### src/rtl/fifo_pkg.sv
// Shared FIFO helpers: Gray/binary conversion and synchroniser depth limits.
// The conversion functions work on a 32-bit container. The live width is
// passed as an argument, and bits above it are ignored.
package fifo_pkg;

   localparam int SYNC_STAGES_MIN = 2;
   localparam int SYNC_STAGES_MAX = 4;

   function automatic logic [31:0] width_mask(input int w);
      if (w >= 32) return '1;
      return (32'd1 << w) - 32'd1;
   endfunction

   function automatic logic [31:0] bin2gray(input logic [31:0] b, input int w);
      logic [31:0] bm;
      bm = b & width_mask(w);
      return bm ^ (bm >> 1);
   endfunction

   // The top bit is copied, and each lower bit folds in the one above it.
   // Zeros above the live width make the sweep from bit 31 safe.
   function automatic logic [31:0] gray2bin(input logic [31:0] g, input int w);
      logic [31:0] gm;
      logic [31:0] b;
      gm    = g & width_mask(w);
      b     = '0;
      b[31] = gm[31];
      for (int i = 30; i >= 0; i--) begin
         b[i] = b[i+1] ^ gm[i];
      end
      return b;
   endfunction

endpackage

### src/rtl/controller_wr_param_if.sv
// Write-side bundle of the async FIFO: push/flag handshake, RAM write port,
// and the Gray pointers exchanged with the read domain.
interface controller_wr_param_if #(
   parameter int PTRWIDTH = 4
);
   logic                push;
   logic                clr_ovf;
   logic [PTRWIDTH:0]   afull_level;
   logic [PTRWIDTH:0]   rdptr_gray;
   logic                wen;
   logic [PTRWIDTH-1:0] waddr;
   logic [PTRWIDTH:0]   wrptr_bin;
   logic [PTRWIDTH:0]   wrptr_gray;
   logic [PTRWIDTH:0]   wr_count;
   logic                full;
   logic                almost_full;
   logic                overflow;

   modport master (
      output push, clr_ovf, afull_level, rdptr_gray,
      input  wen, waddr, wrptr_bin, wrptr_gray, wr_count, full, almost_full, overflow
   );

   modport slave (
      input  push, clr_ovf, afull_level, rdptr_gray,
      output wen, waddr, wrptr_bin, wrptr_gray, wr_count, full, almost_full, overflow
   );
endinterface

### src/rtl/sync_ptr.sv
// Multi-flop synchroniser for a Gray-coded pointer crossing clock domains.
// The read-side controller uses the same module for wrptr_gray.
module sync_ptr #(
   parameter int WIDTH  = 5,
   parameter int STAGES = 2
) (
   input  logic             clk,
   input  logic             reset_L,
   input  logic [WIDTH-1:0] d,
   output logic [WIDTH-1:0] q
);
   logic [STAGES-1:0][WIDTH-1:0] chain;

   // Shift the asynchronous pointer through STAGES flops; element 0 is first.
   always_ff @(posedge clk or negedge reset_L) begin
      if (!reset_L) chain <= '0;
      else          chain <= {chain[STAGES-2:0], d};
   end

   assign q = chain[STAGES-1];
endmodule

### src/rtl/controller_wr_param.sv
// Write-domain controller of the async FIFO. It owns the write pointers and
// synchronises the read pointer. It derives fill count, full, almost-full and
// the sticky overflow flag.
module controller_wr_param
   import fifo_pkg::*;
#(
   parameter int PTRWIDTH    = 4,
   parameter int SYNC_STAGES = 2
) (
   input  logic                 wclk,
   input  logic                 reset_L,
   controller_wr_param_if.slave wr_if
);
   localparam int PW1 = PTRWIDTH + 1;
   // An out-of-range depth is pulled into the legal window instead of
   // building a synchroniser too short to be safe.
   localparam int STG = (SYNC_STAGES < SYNC_STAGES_MIN) ? SYNC_STAGES_MIN :
                        (SYNC_STAGES > SYNC_STAGES_MAX) ? SYNC_STAGES_MAX : SYNC_STAGES;
   localparam logic [PTRWIDTH:0] DEPTH_V = {1'b1, {PTRWIDTH{1'b0}}};
   localparam logic [PTRWIDTH:0] ONE_V   = {{PTRWIDTH{1'b0}}, 1'b1};

   logic [PTRWIDTH:0] wrptr_bin_q;
   logic [PTRWIDTH:0] wrptr_gray_q;
   logic [PTRWIDTH:0] wrptr_bin_nxt;
   logic [PTRWIDTH:0] wrptr_gray_nxt;
   logic [PTRWIDTH:0] rdptr_sync;
   logic [PTRWIDTH:0] rdptr_bin_s;
   logic [PTRWIDTH:0] wr_count_c;
   logic              full_c;
   logic              wen_c;
   logic              overflow_q;

   sync_ptr #(.WIDTH(PW1), .STAGES(STG)) u_sync_rd (
      .clk     (wclk),
      .reset_L (reset_L),
      .d       (wr_if.rdptr_gray),
      .q       (rdptr_sync)
   );

   // Fill level and flags are derived combinationally from the current registers.
   always_comb begin
      rdptr_bin_s    = PW1'(gray2bin(32'(rdptr_sync), PW1));
      wr_count_c     = wrptr_bin_q - rdptr_bin_s;
      full_c         = (wr_count_c == DEPTH_V);
      wen_c          = wr_if.push & ~full_c;
      wrptr_bin_nxt  = wrptr_bin_q + ONE_V;
      wrptr_gray_nxt = PW1'(bin2gray(32'(wrptr_bin_nxt), PW1));
   end

   // Advance both pointers together on an accepted write so they never disagree.
   always_ff @(posedge wclk or negedge reset_L) begin
      if (!reset_L) begin
         wrptr_bin_q  <= '0;
         wrptr_gray_q <= '0;
      end else if (wen_c) begin
         wrptr_bin_q  <= wrptr_bin_nxt;
         wrptr_gray_q <= wrptr_gray_nxt;
      end
   end

   // Sticky overflow: a push against full sets it, and a set beats a same-cycle clear.
   always_ff @(posedge wclk or negedge reset_L) begin
      if (!reset_L)                  overflow_q <= 1'b0;
      else if (wr_if.push && full_c) overflow_q <= 1'b1;
      else if (wr_if.clr_ovf)        overflow_q <= 1'b0;
   end

   assign wr_if.wen         = wen_c;
   assign wr_if.waddr       = wrptr_bin_q[PTRWIDTH-1:0];
   assign wr_if.wrptr_bin   = wrptr_bin_q;
   assign wr_if.wrptr_gray  = wrptr_gray_q;
   assign wr_if.wr_count    = wr_count_c;
   assign wr_if.full        = full_c;
   assign wr_if.almost_full = (wr_if.afull_level != '0) && (wr_count_c >= wr_if.afull_level);
   assign wr_if.overflow    = overflow_q;
endmodule

### src/flat_wrapper.sv
// flat-port wrapper written by rule: the top's interface ports become plain ports
module controller_wr_param_flat import fifo_pkg::*;
#(
   parameter int PTRWIDTH    = 4,
   parameter int SYNC_STAGES = 2
)
  (wclk, reset_L, wr_if_push, wr_if_clr_ovf, wr_if_afull_level, wr_if_rdptr_gray, wr_if_wen, wr_if_waddr, wr_if_wrptr_bin, wr_if_wrptr_gray, wr_if_wr_count, wr_if_full, wr_if_almost_full, wr_if_overflow);
  controller_wr_param_if #(.PTRWIDTH(PTRWIDTH)) wr_if_i ();
  input  logic wclk;
  input  logic reset_L;
  input wire logic [$bits(wr_if_i.push)-1:0] wr_if_push;
  input wire logic [$bits(wr_if_i.clr_ovf)-1:0] wr_if_clr_ovf;
  input wire logic [$bits(wr_if_i.afull_level)-1:0] wr_if_afull_level;
  input wire logic [$bits(wr_if_i.rdptr_gray)-1:0] wr_if_rdptr_gray;
  output wire logic [$bits(wr_if_i.wen)-1:0] wr_if_wen;
  output wire logic [$bits(wr_if_i.waddr)-1:0] wr_if_waddr;
  output wire logic [$bits(wr_if_i.wrptr_bin)-1:0] wr_if_wrptr_bin;
  output wire logic [$bits(wr_if_i.wrptr_gray)-1:0] wr_if_wrptr_gray;
  output wire logic [$bits(wr_if_i.wr_count)-1:0] wr_if_wr_count;
  output wire logic [$bits(wr_if_i.full)-1:0] wr_if_full;
  output wire logic [$bits(wr_if_i.almost_full)-1:0] wr_if_almost_full;
  output wire logic [$bits(wr_if_i.overflow)-1:0] wr_if_overflow;
  assign wr_if_i.push = wr_if_push;
  assign wr_if_i.clr_ovf = wr_if_clr_ovf;
  assign wr_if_i.afull_level = wr_if_afull_level;
  assign wr_if_i.rdptr_gray = wr_if_rdptr_gray;
  assign wr_if_wen = wr_if_i.wen;
  assign wr_if_waddr = wr_if_i.waddr;
  assign wr_if_wrptr_bin = wr_if_i.wrptr_bin;
  assign wr_if_wrptr_gray = wr_if_i.wrptr_gray;
  assign wr_if_wr_count = wr_if_i.wr_count;
  assign wr_if_full = wr_if_i.full;
  assign wr_if_almost_full = wr_if_i.almost_full;
  assign wr_if_overflow = wr_if_i.overflow;
  controller_wr_param #(.PTRWIDTH(PTRWIDTH), .SYNC_STAGES(SYNC_STAGES)) u_core (.wclk(wclk), .reset_L(reset_L), .wr_if(wr_if_i));
endmodule
### config.mk
export PLATFORM = sky130hd
export DESIGN_NAME = controller_wr_param_flat
export DESIGN_NICKNAME = d
export VERILOG_FILES = /design/src/rtl/fifo_pkg.sv /design/src/rtl/controller_wr_param_if.sv /design/src/rtl/sync_ptr.sv /design/src/rtl/controller_wr_param.sv /design/src/flat_wrapper.sv
export SDC_FILE = /design/constraint.sdc
export NUM_CORES = 1
export LEC_CHECK = 0
export ABC_AREA = 1
export BUFFER_PORTS_ARGS = -buffer_cell sky130_fd_sc_hd__buf_4
export CAP_MARGIN = 40
export CORE_ASPECT_RATIO = 1.4
export CORE_MARGIN = 2
export CORE_UTILIZATION = 50
export CTS_CLUSTER_SIZE = 10
export DETAILED_ROUTE_END_ITERATION = 10
export PLACE_DENSITY = 0.88
export SETUP_SLACK_MARGIN = 0.05
export SLEW_MARGIN = 25
export SYNTH_ARGS = -nofsm -noshare
export SYNTH_HDL_FRONTEND = slang
export SYNTH_HIERARCHICAL = 1
export SYNTH_SLANG_ARGS = --single-unit
### constraint.sdc
create_clock -name wclk -period 3.9 [get_ports wclk]
set_clock_uncertainty 0.2 [all_clocks]
set_input_delay 0.39 -clock wclk [delete_from_list [all_inputs] [get_ports wclk]]
set_output_delay 0.39 -clock wclk [all_outputs]
set_load 0.02 [all_outputs]
# [After elaboration in Yosys (flattened, before gate mapping)]
# Cells that the tools add are included.
[classes] add_sub_neg=2 n_lt_le_gt_ge=1 eq_ne=1 muxes=2 n_bitwise=7 n_reduce_logical=4
[ops] operator="$add A5 B1 Y5 const B" count=1
[ops] operator="$eq A5 B5 Y1 const B" count=1
[ops] operator="$ge A5 B5 Y1" count=1
[ops] operator="$reduce_bool A5 Y1" count=1
[ops] operator="$sub A5 B5 Y5" count=1
[ops] operator="$xor A5 B4 Y5" count=1
[ops] operator="$xor A1 B1 Y1" count=4
[ops] operator="$logic_and A1 B1 Y1" count=2
[ops] operator="$mux W1" count=2
[ops] operator="$reduce_bool A2 Y1" count=1
[ops] operator="$and A1 B1 Y1" count=1
[ops] operator="$not A1 Y1" count=1
[word_totals] reg_bits=21 input_bits=14 output_inout_bits=23 elab_cells=22

# [Depth between registers and ports, before layout]
# Gate-level depths: netlist (run 1).
[logic_depth] word_depth=8 depth_mapped=21 depth_no_buf=20

# [By module]
# Netlist (run 1), hierarchy kept.
[modules_own_cells] module="controller_wr_param" instances=1 cells_each=143 area_each_um2=988.4 seq_area_each_um2=250.2
[modules_own_cells] module="sync_ptr" instances=1 cells_each=15 area_each_um2=287.8 seq_area_each_um2=250.2

# [Least setup slack after synthesis (run 1)]
# No wires, ideal clock.
[synth_timing] path_type="flip-flop to output port" startpoint="register u_core.u_sync_rd.chain, in the netlist u_core/u_sync_rd/q[4]" endpoint="output port wr_if_almost_full" arrival_time_ns=3.031 t_required_ns=3.310 setup_slack_ns=0.279 stages_incl_launch_ff=18 path_cell_list="dfrtp_1 buf_4 xnor2_1 nand2_1 nand2_1 nand2_1 nand2_1 nand2_1 nand2_1 inv_1 ha_1 fa_1 xnor2_1 ha_1 a21oi_1 o21ai_0 a211oi_1 nor2_1"
[synth_between] elab_chain_cells=7
[synth_rtl] item="start: declaration" line="sync_ptr.sv:12" source="logic [STAGES-1:0][WIDTH-1:0] chain;"
[synth_rtl] item="start signal: assignment" line="sync_ptr.sv:17" source="else chain <= {chain[STAGES-2:0], d};"
[synth_rtl] item="$xor A1 B1 Y1 (*) (2 in series)" line="fifo_pkg.sv:29" source="b[i] = b[i+1] ^ gm[i];"
[synth_rtl] item="$xor A1 B1 Y1 (2 in series)" line="fifo_pkg.sv:29"
[synth_rtl] item="$sub A5 B5 Y5 (*)" line="controller_wr_param.sv:43" source="wr_count_c = wrptr_bin_q - rdptr_bin_s;"
[synth_rtl] item="named net wr_if_wr_count[2]" line="flat_wrapper.sv:19" source="output wire logic [$bits(wr_if_i.wr_count)-1:0] wr_if_wr_count;"
[synth_rtl] item="$ge A5 B5 Y1 (*)" line="controller_wr_param.sv:74" source="assign wr_if.almost_full = (wr_if.afull_level != '0) && (wr_count_c >= wr_if.afull_level);"
[synth_rtl] item="$logic_and A1 B1 Y1 (*)" line="controller_wr_param.sv:74"
[synth_rtl] item="end: declaration" line="flat_wrapper.sv:21" source="output wire logic [$bits(wr_if_i.almost_full)-1:0] wr_if_almost_full;"
# The timed path passes the listed nets; every way through them passes the cells marked *.

# [Worst setup path after layout (run 1)]
[layout_timing] startpoint="register u_core.u_sync_rd.chain, in the netlist u_core/u_sync_rd/q[4]" endpoint="output port wr_if_almost_full"
[layout_between] elab_chain_cells=7
[layout_rtl] item="$xor A1 B1 Y1 (4 in series)" line="fifo_pkg.sv:29"
[layout_rtl] item="$sub A5 B5 Y5 (*)" line="controller_wr_param.sv:43"
[layout_rtl] item="$ge A5 B5 Y1 (*)" line="controller_wr_param.sv:74"
[layout_rtl] item="$logic_and A1 B1 Y1 (*)" line="controller_wr_param.sv:74"
# Every way passes the cells marked *; elsewhere a longest branch is shown, timed or not.

==> results of run 1 <==
==> final cells by class <==
cell class | instances | share of cell area, %
multi-input combinational | 101 | 38.5
sequential | 20 | 28.7
timing repair buffer | 49 | 21.9
inverter | 25 | 5.38
tap | 34 | 2.44
clock inverter | 1 | 1.72
clock buffer | 3 | 1.29
==> flip-flops by register name (all words and copies together), names as in the netlist <==
signal,cells
u_core/u_sync_rd/chain,5
u_core/u_sync_rd/q,5
u_core/wr_if.overflow,1
u_core/wr_if.wrptr_bin,4
u_core/wr_if.wrptr_gray,5
==> cell usage after synthesis (all sizes together) <==
cell	number	share of area (%)
o22ai	1	0.98
nand3	19	7.8
nand2	47	14
fa	1	1.6
a211oi	1	0.59
a21oi	4	1.6
xor2	6	4.1
dfrtp	20	39
buf	12	7.1
xnor2	4	2.7
nor3	1	0.39
o21ai	1	0.39
nor4	1	0.49
or2	1	0.49
nor2	4	1.2
ha	10	9.8
inv	25	7.4
==> report_power, final <==
group	internal [µW]	switching, µW
Combinational	422	566
Clock	104	60.9
Sequential	256	62.7
Total	782	689
==> timing repair <==
action	CTS	global route
setup buffers	3	3
pin swaps	5	11
hold buffers	6	0
setup endpoints to repair	1	2
gates resized for setup	8	14
hold endpoints to repair	25	0
==> how the worst max path moves through the flow <==
stage	slack (ns)	cells past startpoint	from	endpoint
finish	0.16	21	u_core/u_sync_rd/q[4]$_DFF_PN0_	wr_if_almost_full
global route	-0.006	21	u_core/u_sync_rd/q[4]$_DFF_PN0_	wr_if_almost_full
CTS	0.06	21	u_core/u_sync_rd/q[3]$_DFF_PN0_	wr_if_almost_full
detailed placement	0.12	20	u_core/u_sync_rd/q[4]$_DFF_PN0_	wr_if_almost_full
global placement	0.37	20	u_core/u_sync_rd/q[4]$_DFF_PN0_	wr_if_almost_full
floorplan	0.28	17	u_core/u_sync_rd/q[4]$_DFF_PN0_	wr_if_almost_full
==> per-stage QoR <==
step | cell area [µm²] | power [µW]
detailed placement | 1510 | 1170
floorplan | 1280 | 902
global route | 1750 | 1570
finish | 1750 | 1470
CTS | 1680 | 1400
global placement | 1510 | 1130
==> worst max-delay path, stage by stage, from the launching register on <==
cell and delay (ns):
dfrtp_2 0.46, xnor2_2 0.19, nand2_2 0.10, nand2_2 0.08
nand2_2 0.06, nand2_2 0.06, nand2_1 0.06, nand2_2 0.07
inv_2 0.04, ha_2 0.17, fa_2 0.38, inv_2 0.07
nand3_2 0.07, nand2_1 0.09, nand2_1 0.06, nand2_2 0.08
ha_4 0.21, a21oi_2 0.14, o21ai_2 0.07, a211oi_2 0.16
nor2_1 0.06, buf_4 0.16
==> cell families (layout without fill, tap and decap cells) <==
logic type | after synthesis | count (layout) | synth area share (%)
XOR/XNOR | 10 | 10 | 6.86
AO/OA/AOI/OAI | 7 | 7 | 3.53
flip-flops | 20 | 20 | 39.2
adder cells (fa/ha/maj) | 11 | 11 | 11.4
AND/OR/NAND/NOR | 73 | 73 | 24.6
buffers and inverters | 37 | 78 | 14.4
==> layout by cell type, fill, tap and decap left out <==
cell            n
nand2_2         8
ha_4            1
ha_2            1
nand2_1        39
dlygate4sd3_1   6
fa_2            1
a21oi_1         3
a211oi_2        1
dfrtp_2         1
ha_1            8
inv_2           2
nor2_1          4
o22ai_2         1
inv_1          23
xor2_1          6
bufinv_16       1
clkbuf_4        3
buf_4          43
nand3_2         4
or2_1           1
dfrtp_1        19
nor3_2          1
o21ai_2         1
xnor2_1         2
a21oi_2         1
xnor2_2         2
nand3_1        15
nor4_1          1
==> metal layers <==
| metal | vias up | GRT usage, % | share of wire (%) |
|---|---|---|---|
| li1 | 566 | - | - |
| met1 | 563 | 25.0 | 36 |
| met2 | 44 | 43.8 | 59 |
| met3 | 4 | 2.54 | 3.8 |
| met4 | 0 | 9.38 | 1.2 |
| met5 | - | 0 | 0 |
==> results.md, run 1 <==
* Status: finished, final reports clean
* Number of global-route vias before repair at 1193
* Via/cell ratio at 5.05
* Max Fclk at 268 MHz
* Antenna Nets Post-Route at 0
* # rows at 21
* Via Count at 1177
* Post-route clock period utilization at 95.8%
* Crit path DAT at 3.15 ns
* Slew @ Worst Pin at 0.352 ns
* Gr ovfl total at 0
* Die height at 63.8 µm
* Worst slack, placed at 0.123 ns
* CTS Buffer Depth at 2
* Finished Core Util at 72.2%
* Register-to-Register Path Depth at 21
* CTS tree: yes
* CP max FO at 4
* Final setup vio count at 0
* Hold path startpoint: wr_if_clr_ovf
* Unrepaired setup endpoints after global routing: yes
* Sequential cell area at 502 µm²
* Avg Inst Size Synth at 8.08 µm²
* CTS sink cnt at 20
* Placer Congestion at 0.748
* Detailed placer's ending HPWL at 2160 µm
* Root Driver: clkbuf_4
* Non-filler cells, final at 233
* Fin crit period at 3.74 ns
* Maximum vdd drop at 574 µV
* Core Area at 0.00242 mm²
* Setup TNS at 0 ns
* Drt drc at 0
* Inst Count DP at 217
* Fin worst setup slack at 0.164 ns
* Synthesis warning total at 6
* Antenna cells at 0
* Pin count of the biggest net entering global routing at 21
* Worst skew pair latency at 0.29 ns
* Synth Instances at 158
* Max-cap violations at 0
* FF-to-FF Start: u_core/u_sync_rd/q[4]$_DFF_PN0_
* H-tree Lvls at 1
* First-pass GRT wire length at 5080 µm
* Initial core utilization at 52.8%
* WS Path Type: reg2out
* Ports at 37
* Wirelength, routed at 3370 µm
* TritonCTS Buffers at 3
* R2r setup slk at 0.89 ns
* Sequential area share after synthesis at 39.2%
* Syn nets at 183
* Seq cells post-synth at 20
* Startpoint Class: register
* WP data required at 3.31 ns
* Iteration-0 DRC count of the detailed router at 27
* Hold Slack at 0.0869 ns
* Die Span X at 46.7 µm
* Hold endpoint: u_core/wr_if.overflow$_DFFE_PN0P_
* Critical Path Sink Type: output port
* PwrDens at 843 mW/mm²
* Syn Std Cell Area at 0.00128 mm²
* Share of cells above drive strength 1 at 36.2%
* Worst R2R End: u_core/wr_if.wrptr_gray[3]$_DFFE_PN0P_
* Routed length per instance at 14.5 µm
* Drt pass-1 iters at 5
* Tot GR Track Use at 23.5%
* Pleak at 0.000966 µW
* Yosys cell types at 21
* Initial antenna violation count at 0
* Buffers on Ports at 36
* Worst hold path stage count at 2
* Area growth from synthesis to layout at 36.8%
* CTS clock-pin slew for the worst setup and hold paths at 0.11 ns
* Max-slew violations at 0
* Hold Fails Final Rpt at 0
* Fin nets at 225
* FILL cells at 185
* Worst Hold Class: in2reg
* Die area at 0.00298 mm²
* Slew margin rel. at 76.4%
* Multi-input gate area at 672 µm²
Note: power is estimated with default switching activity, not from simulation.
==> run 2: changes to the inputs <==
--- a/config.mk
+++ b/config.mk
@@ -6,11 +6,13 @@
 export NUM_CORES = 1
 export LEC_CHECK = 0
 export ABC_AREA = 1
+export ABC_CLOCK_PERIOD_IN_PS = 3900
 export BUFFER_PORTS_ARGS = -buffer_cell sky130_fd_sc_hd__buf_4
 export CAP_MARGIN = 40
 export CORE_ASPECT_RATIO = 1.4
 export CORE_MARGIN = 2
 export CORE_UTILIZATION = 50
+export CTS_BUF_LIST = sky130_fd_sc_hd__clkbuf_2
 export CTS_CLUSTER_SIZE = 10
 export DETAILED_ROUTE_END_ITERATION = 10
 export PLACE_DENSITY = 0.88
==> results.md, run 2 (same netlist as run 1, synthesis figures left out) <==
* Max-slew violations at 0 (unchanged)
* Placer Congestion at 0.748 (unchanged)
* Buffers on Ports at 36 (unchanged)
* TritonCTS Buffers at 3 (unchanged)
* CP most frequent cell: nand2_2
* Slew @ Worst Pin at 0.358 ns (+0.00617 ns)
* Startpoint Class: register
* Iteration-0 DRC count of the detailed router at 24 (-11%)
* FF-to-FF Start: u_core/u_sync_rd/q[4]$_DFF_PN0_
* Post-route clock period utilization at 98.7% (+2.9 points)
* H-tree Lvls at 1 (unchanged)
* Finished Core Util at 73.9% (+1.7 points)
* CTS sink cnt at 20 (unchanged)
* CTS Buffer Depth at 2 (unchanged)
* R2r setup slk at 0.86 ns (-0.03 ns)
* Routed length per instance at 14.1 µm (-2.6%)
* Multi-input gate area at 697 µm² (+3.7%)
* Pleak at 0.000980 µW (+1.5%)
* Die area at 0.00298 mm² (unchanged)
* CP max FO at 4 (unchanged)
* Status: finished, final reports clean
* Pint at 786 µW (+0.50%)
* Worst R2R End: u_core/wr_if.wrptr_gray[4]$_DFFE_PN0P_
* Clock network fraction of total power at 10.2% (-1.0 points)
* CP peak stage delay at 0.49 ns (+0.03 ns)
* Crit path DAT at 3.26 ns (+0.11 ns)
* Number of global-route vias before repair at 1237 (+3.7%)
* Wirelength, routed at 3320 µm (-1.4%)
* Hold endpoint: u_core/wr_if.overflow$_DFFE_PN0P_
* Critical Path Sink Type: output port
* Combinational Power Share at 68.1% (+1.0 points)
* Post-layout instance area at 0.00179 mm² (+2.3%)
* FILL cells at 178 (-3.8%)
* Root Driver: clkbuf_2
* Tot GR Track Use at 23.3% (-0.11 points)
* Commonest non-fill, non-tap cell in the layout: buf_4
* Sequential cell area at 502 µm² (unchanged)
* Hold path startpoint: wr_if_clr_ovf
* Worst hold path stage count at 2 (unchanged)
* Share of cells above drive strength 1 at 38.1% (+1.9 points)
* Sequential share of power at 21.7% (about the same)
* Antenna cells at 0 (unchanged)
* Core Area at 0.00242 mm² (unchanged)
* Final setup vio count at 0 (unchanged)
* Via Count at 1206 (+2.5%)
* Initial core utilization at 52.8% (unchanged)
* Net Sw Frac at 47.1% (+0.29 points)
* Ports at 37 (unchanged)
* PwrDens at 833 mW/mm² (-1.2%)
* Register-to-Register Path Depth at 21 (unchanged)
* WP data required at 3.31 ns (about the same)
* Pin count of the biggest net entering global routing at 21 (unchanged)
* Unrepaired setup endpoints after global routing: yes
* # rows at 21 (unchanged)
* Max Fclk at 260 MHz (-3.0%)
* Critical path's slowest cell: dfrtp_2
* CTS clock-pin slew for the worst setup and hold paths at 0.18 ns (+0.07 ns)
* Crit-path cells: xnor2_2 -> nand2_2 -> nand2_2 -> nand2_2 -> nand2_2 -> nand2_2 -> nand2_2 -> inv_2 -> ha_4 -> fa_2 -> inv_2 -> nand3_2 -> nand2_1 -> nand2_1 -> nand2_2 -> ha_4 -> a21oi_2 -> o21ai_2 -> a211oi_2 -> nor2_1 -> buf_4
* Initial antenna violation count at 0 (unchanged)
* Die Span X at 46.7 µm (unchanged)
* Drt pass-1 iters at 4 (-1)
* WS Path Type: reg2out
* Detailed placer's ending HPWL at 2160 µm (unchanged)
* Drt drc at 0 (unchanged)
* Worst skew pair latency at 0.32 ns (+0.03 ns)
* Hold Slack at 0.0313 ns (-0.0557 ns)
* Slew margin rel. at 76.0% (-0.41 points)
* Net switching power figure at 701 µW (+1.7%)
* Max-cap violations at 0 (unchanged)
* Setup TNS at 0 ns (unchanged)
* First-pass GRT wire length at 5080 µm (unchanged)
* CTS tree: yes
* Dpl cell area at 0.00151 mm² (unchanged)
* Fin nets at 228 (+1.3%)
* Antenna Nets Post-Route at 0 (unchanged)
* Maximum vdd drop at 617 µV (+7.5%)
* Gr ovfl total at 0 (unchanged)
* Die height at 63.8 µm (unchanged)
* Worst Hold Class: in2reg
* Hold Fails Final Rpt at 0 (unchanged)
* Via/cell ratio at 5.11 (+1.2%)
* Fin crit period at 3.85 ns (+0.114 ns)
* Area growth from synthesis to layout at 39.9%
* Most frequent cells in the layout: buf_4, nand2_1, inv_1
run 2: changes by cell type in the layout (fill, tap and decap cells not counted), sizes merged:
cell  delta
buf      +3
run 2: routing by layer:
metal | wire length, µm | up-vias | global-route usage, % | share of wire, %
met1 | 1150 | 579 | 23.5 | 35
met5 | 0 | - | 0 | 0
met4 | 44 | 0 | 7.29 | 1.3
li1 | - | 573 | - | -
met2 | 1940 | 48 | 43.6 | 58
met3 | 182 | 6 | 6.21 | 5.5
run 2: worst max-delay path by stage:
stage,cells after the start,to,start,slack (ns)
2_1_floorplan,17,wr_if_almost_full,u_core/u_sync_rd/q[4]$_DFF_PN0_,0.28
3_3_place_gp,20,wr_if_almost_full,u_core/u_sync_rd/q[4]$_DFF_PN0_,0.37
3_5_place_dp,20,wr_if_almost_full,u_core/u_sync_rd/q[4]$_DFF_PN0_,0.12
4_1_cts,20,wr_if_almost_full,u_core/u_sync_rd/q[3]$_DFF_PN0_,0.05
5_1_grt,21,wr_if_almost_full,u_core/u_sync_rd/q[4]$_DFF_PN0_,-0.09
6_report,21,wr_if_almost_full,u_core/u_sync_rd/q[4]$_DFF_PN0_,0.05
run 2: what timing repair did:
| action | 4_1_cts | 5_1_grt |
|---|---|---|
| pin swaps | 7 | 13 |
| resized for setup | 10 | 16 |
| endpoints found under the setup margin | 1 | 3 |
| hold endpoints to repair | 25 | 0 |
| setup buffers | 6 | 3 |
| hold buffers | 6 | 0 |
run 2: power by group through the flow:
stage | registers (µW) | clock network (µW) | logic, µW
2_1_floorplan | 359 | 0 | 544
3_3_place_gp | 318 | 0 | 812
3_5_place_dp | 320 | 0 | 853
4_1_cts | 317 | 152 | 931
5_1_grt | 330 | 162 | 1100
6_report | 322 | 152 | 1010
run 2: layout make-up:
class	count	share of cell area, %
tap	34	2.38
timing repair buffer	52	22.7
inverter	25	5.26
multi-input combinational	101	39.0
clock inverter	1	1.68
clock buffer	3	0.841
sequential	20	28.1
run 2: stage by stage:
stage	std cells	power, µW	worst slack (ns)
finish	236	1490	0.0498
CTS	233	1400	0.0523
global route	236	1590	-0.0906
global placement	217	1130	0.365
floorplan	158	902	0.279
detailed placement	217	1170	0.123
run 2: critical path, delay by kind of cell, from the launching register on:
family          cells  cell delay (ns)
flops               1             0.49
simple gates       11             0.85
compound gates      3             0.37
buf+inv             3             0.29
fa+ha+maj           3             0.74
xor+xnor            1             0.21
==> run 3: changes to the inputs <==
==> constraint.sdc (replaced) <==
create_clock -name wclk -period 3.9 [get_ports wclk]
set_clock_uncertainty 0.2 [all_clocks]
set_input_delay 0.195 -clock wclk [delete_from_list [all_inputs] [get_ports wclk]]
set_output_delay 0.195 -clock wclk [all_outputs]
set_load 0.02 [all_outputs]
==> results.md, run 3 (same netlist as run 1, synthesis figures left out) <==
* Status: finished, final reports clean
* Share of cells above drive strength 1 at 31.7% (-6.5 points)
* Crit path DAT at 3.28 ns (+0.02 ns)
* WP data required at 3.50 ns (+0.19 ns)
* Die height at 63.8 µm (unchanged)
* Startpoint Class: register
* Worst R2R End: u_core/wr_if.overflow$_DFFE_PN0P_
* Initial core utilization at 52.8% (unchanged)
* Buffers on Ports at 36 (unchanged)
* Fin crit period at 3.67 ns (-0.177 ns)
* CTS sink cnt at 20 (unchanged)
* Gr ovfl total at 0 (unchanged)
* Slew @ Worst Pin at 0.371 ns (+0.0125 ns)
* Net Sw Frac at 47.0% (-0.17 points)
* Drt drc at 0 (unchanged)
* Ports at 37 (unchanged)
* Fin nets at 225 (-1.3%)
* Area growth from synthesis to layout at 35.5%
* Final setup vio count at 0 (unchanged)
* Post-layout instance area at 0.00173 mm² (-3.2%)
* Worst Hold Class: in2async
* Unrepaired setup endpoints after global routing: yes
* Number of global-route vias before repair at 1165 (-5.8%)
* Max-cap violations at 0 (unchanged)
* Wirelength, routed at 3100 µm (-6.7%)
* Initial antenna violation count at 0 (unchanged)
* H-tree Lvls at 1 (unchanged)
* Antenna Nets Post-Route at 0 (unchanged)
* CP max FO at 3 (-1)
* Via/cell ratio at 4.99 (-2.3%)
* Core Area at 0.00242 mm² (unchanged)
* Die Span X at 46.7 µm (unchanged)
* Die area at 0.00298 mm² (unchanged)
* Pin count of the biggest net entering global routing at 21 (unchanged)
* R2r setup slk at 0.56 ns (-0.30 ns)
* Net switching power figure at 656 µW (-6.4%)
* CTS Buffer Depth at 2 (unchanged)
* Combinational Power Share at 66.5% (-1.6 points)
* First-pass GRT wire length at 4910 µm (-3.4%)
* Clock network fraction of total power at 10.7% (+0.5 points)
* Placer Congestion at 0.755 (+0.94%)
* Tot GR Track Use at 22.3% (-1.1 points)
* CTS tree: yes
* Antenna cells at 0 (unchanged)
* # rows at 21 (unchanged)
* Most frequent cells in the layout: buf_4, nand2_1, inv_1
* Hold Slack at 0.0913 ns (+0.0600 ns)
* Worst skew pair latency at 0.30 ns (-0.02 ns)
* WS Path Type: reg2out
* Sequential cell area at 502 µm² (unchanged)
* Post-route clock period utilization at 94.2% (-4.5 points)
* Dpl cell area at 0.00150 mm² (-0.50%)
* CTS clock-pin slew for the worst setup and hold paths at 0.18 ns (about the same)
* Register-to-Register Path Depth at 18 (-14%)
* Pint at 741 µW (-5.7%)
* Worst slack, placed at 0.378 ns (+0.255 ns)
* Detailed placer's ending HPWL at 1920 µm (-11%)
* Fin worst setup slack at 0.227 ns (+0.177 ns)
* Multi-input gate area at 656 µm² (-5.9%)
* Slew margin rel. at 75.2% (-0.84 points)
* PwrDens at 808 mW/mm² (-2.9%)
* TritonCTS Buffers at 3 (unchanged)
* Pleak at 0.000958 µW (-2.3%)
* Critical Path Sink Type: output port
* Iteration-0 DRC count of the detailed router at 28 (+17%)
* Hold Fails Final Rpt at 0 (unchanged)
* Finished Core Util at 71.5% (-2.3 points)
* Sequential share of power at 22.8% (+1.1 points)
* Root Driver: clkbuf_2
* FF-to-FF Start: u_core/u_sync_rd/q[4]$_DFF_PN0_
* Drt pass-1 iters at 4 (unchanged)
* Via Count at 1163 (-3.6%)
* Max-slew violations at 0 (unchanged)
* Max Fclk at 272 MHz (+4.8%)
* Routed length per instance at 13.3 µm (-5.5%)
* Maximum vdd drop at 639 µV (+3.6%)
* FILL cells at 180 (+1.1%)
-- run 3: routing by layer --
layer / wire (µm) / global-route usage, %
met1: 1150 / 26.1
met2: 1760 / 38.9
met3: 150 / 2.54
met4: 43 / 9.72
met5: 0 / 0
-- run 3: worst max path at each step --
stage                                     from                 to  slack [ns]
3_5_place_dp   u_core/u_sync_rd/q[4]$_DFF_PN0_  wr_if_almost_full        0.38
6_report       u_core/u_sync_rd/q[4]$_DFF_PN0_  wr_if_almost_full        0.23
4_1_cts        u_core/u_sync_rd/q[3]$_DFF_PN0_  wr_if_almost_full        0.08
5_1_grt        u_core/u_sync_rd/q[3]$_DFF_PN0_  wr_if_almost_full       -0.03
3_3_place_gp   u_core/u_sync_rd/q[4]$_DFF_PN0_  wr_if_almost_full        0.57
2_1_floorplan  u_core/u_sync_rd/q[4]$_DFF_PN0_  wr_if_almost_full        0.47
-- run 3: area by class of cell --
| class | count | area share [%] |
|---|---|---|
| Clock buffer | 3 | 0.868 |
| Sequential cell | 20 | 29.0 |
| Inverter | 25 | 5.43 |
| Multi-Input combinational cell | 101 | 37.9 |
| Timing Repair Buffer | 49 | 22.6 |
| Tap cell | 34 | 2.46 |
| Clock inverter | 1 | 1.74 |
-- run 3: timing repair --
| action | in CTS | in global routing |
|---|---|---|
| resized for setup | 1 | 16 |
| buffers inserted | 1 | 3 |
| endpoints found under the hold margin | 35 | 0 |
| hold buffers | 9 | 0 |
| endpoints found under the setup margin | 1 | 2 |
| pin swaps | 1 | 16 |
-- run 3: stage by stage --
| step | setup TNS, ns | total power (µW) | std cells |
|---|---|---|---|
| detailed placement | 0 | 1150 | 216 |
| floorplan | 0 | 902 | 158 |
| CTS | 0 | 1320 | 230 |
| global route | -0.0272 | 1510 | 233 |
| global placement | 0 | 1130 | 216 |
| finish | 0 | 1400 | 233 |
-- run 3: critical path, stage by stage (launching register included) --
cell	delay, ns
dfrtp_2	0.47
xnor2_2	0.19
nand2_1	0.11
nand2_2	0.08
nand2_2	0.07
nand2_2	0.08
nand2_2	0.05
nand2_2	0.07
inv_2	0.04
ha_4	0.15
fa_2	0.39
xnor2_2	0.22
ha_1	0.29
a21oi_1	0.19
o21ai_1	0.08
a211oi_1	0.24
nor2_1	0.08
buf_4	0.16
-- run 3: power groups by stage --
stage / Sequential (µW) / Clock (µW) / Combinational, µW
after CTS: 315 / 154 / 849
after detailed placement: 319 / 0 / 833
after floorplan: 359 / 0 / 544
after global routing: 325 / 163 / 1020
after global placement: 317 / 0 / 808
final: 318 / 149 / 930
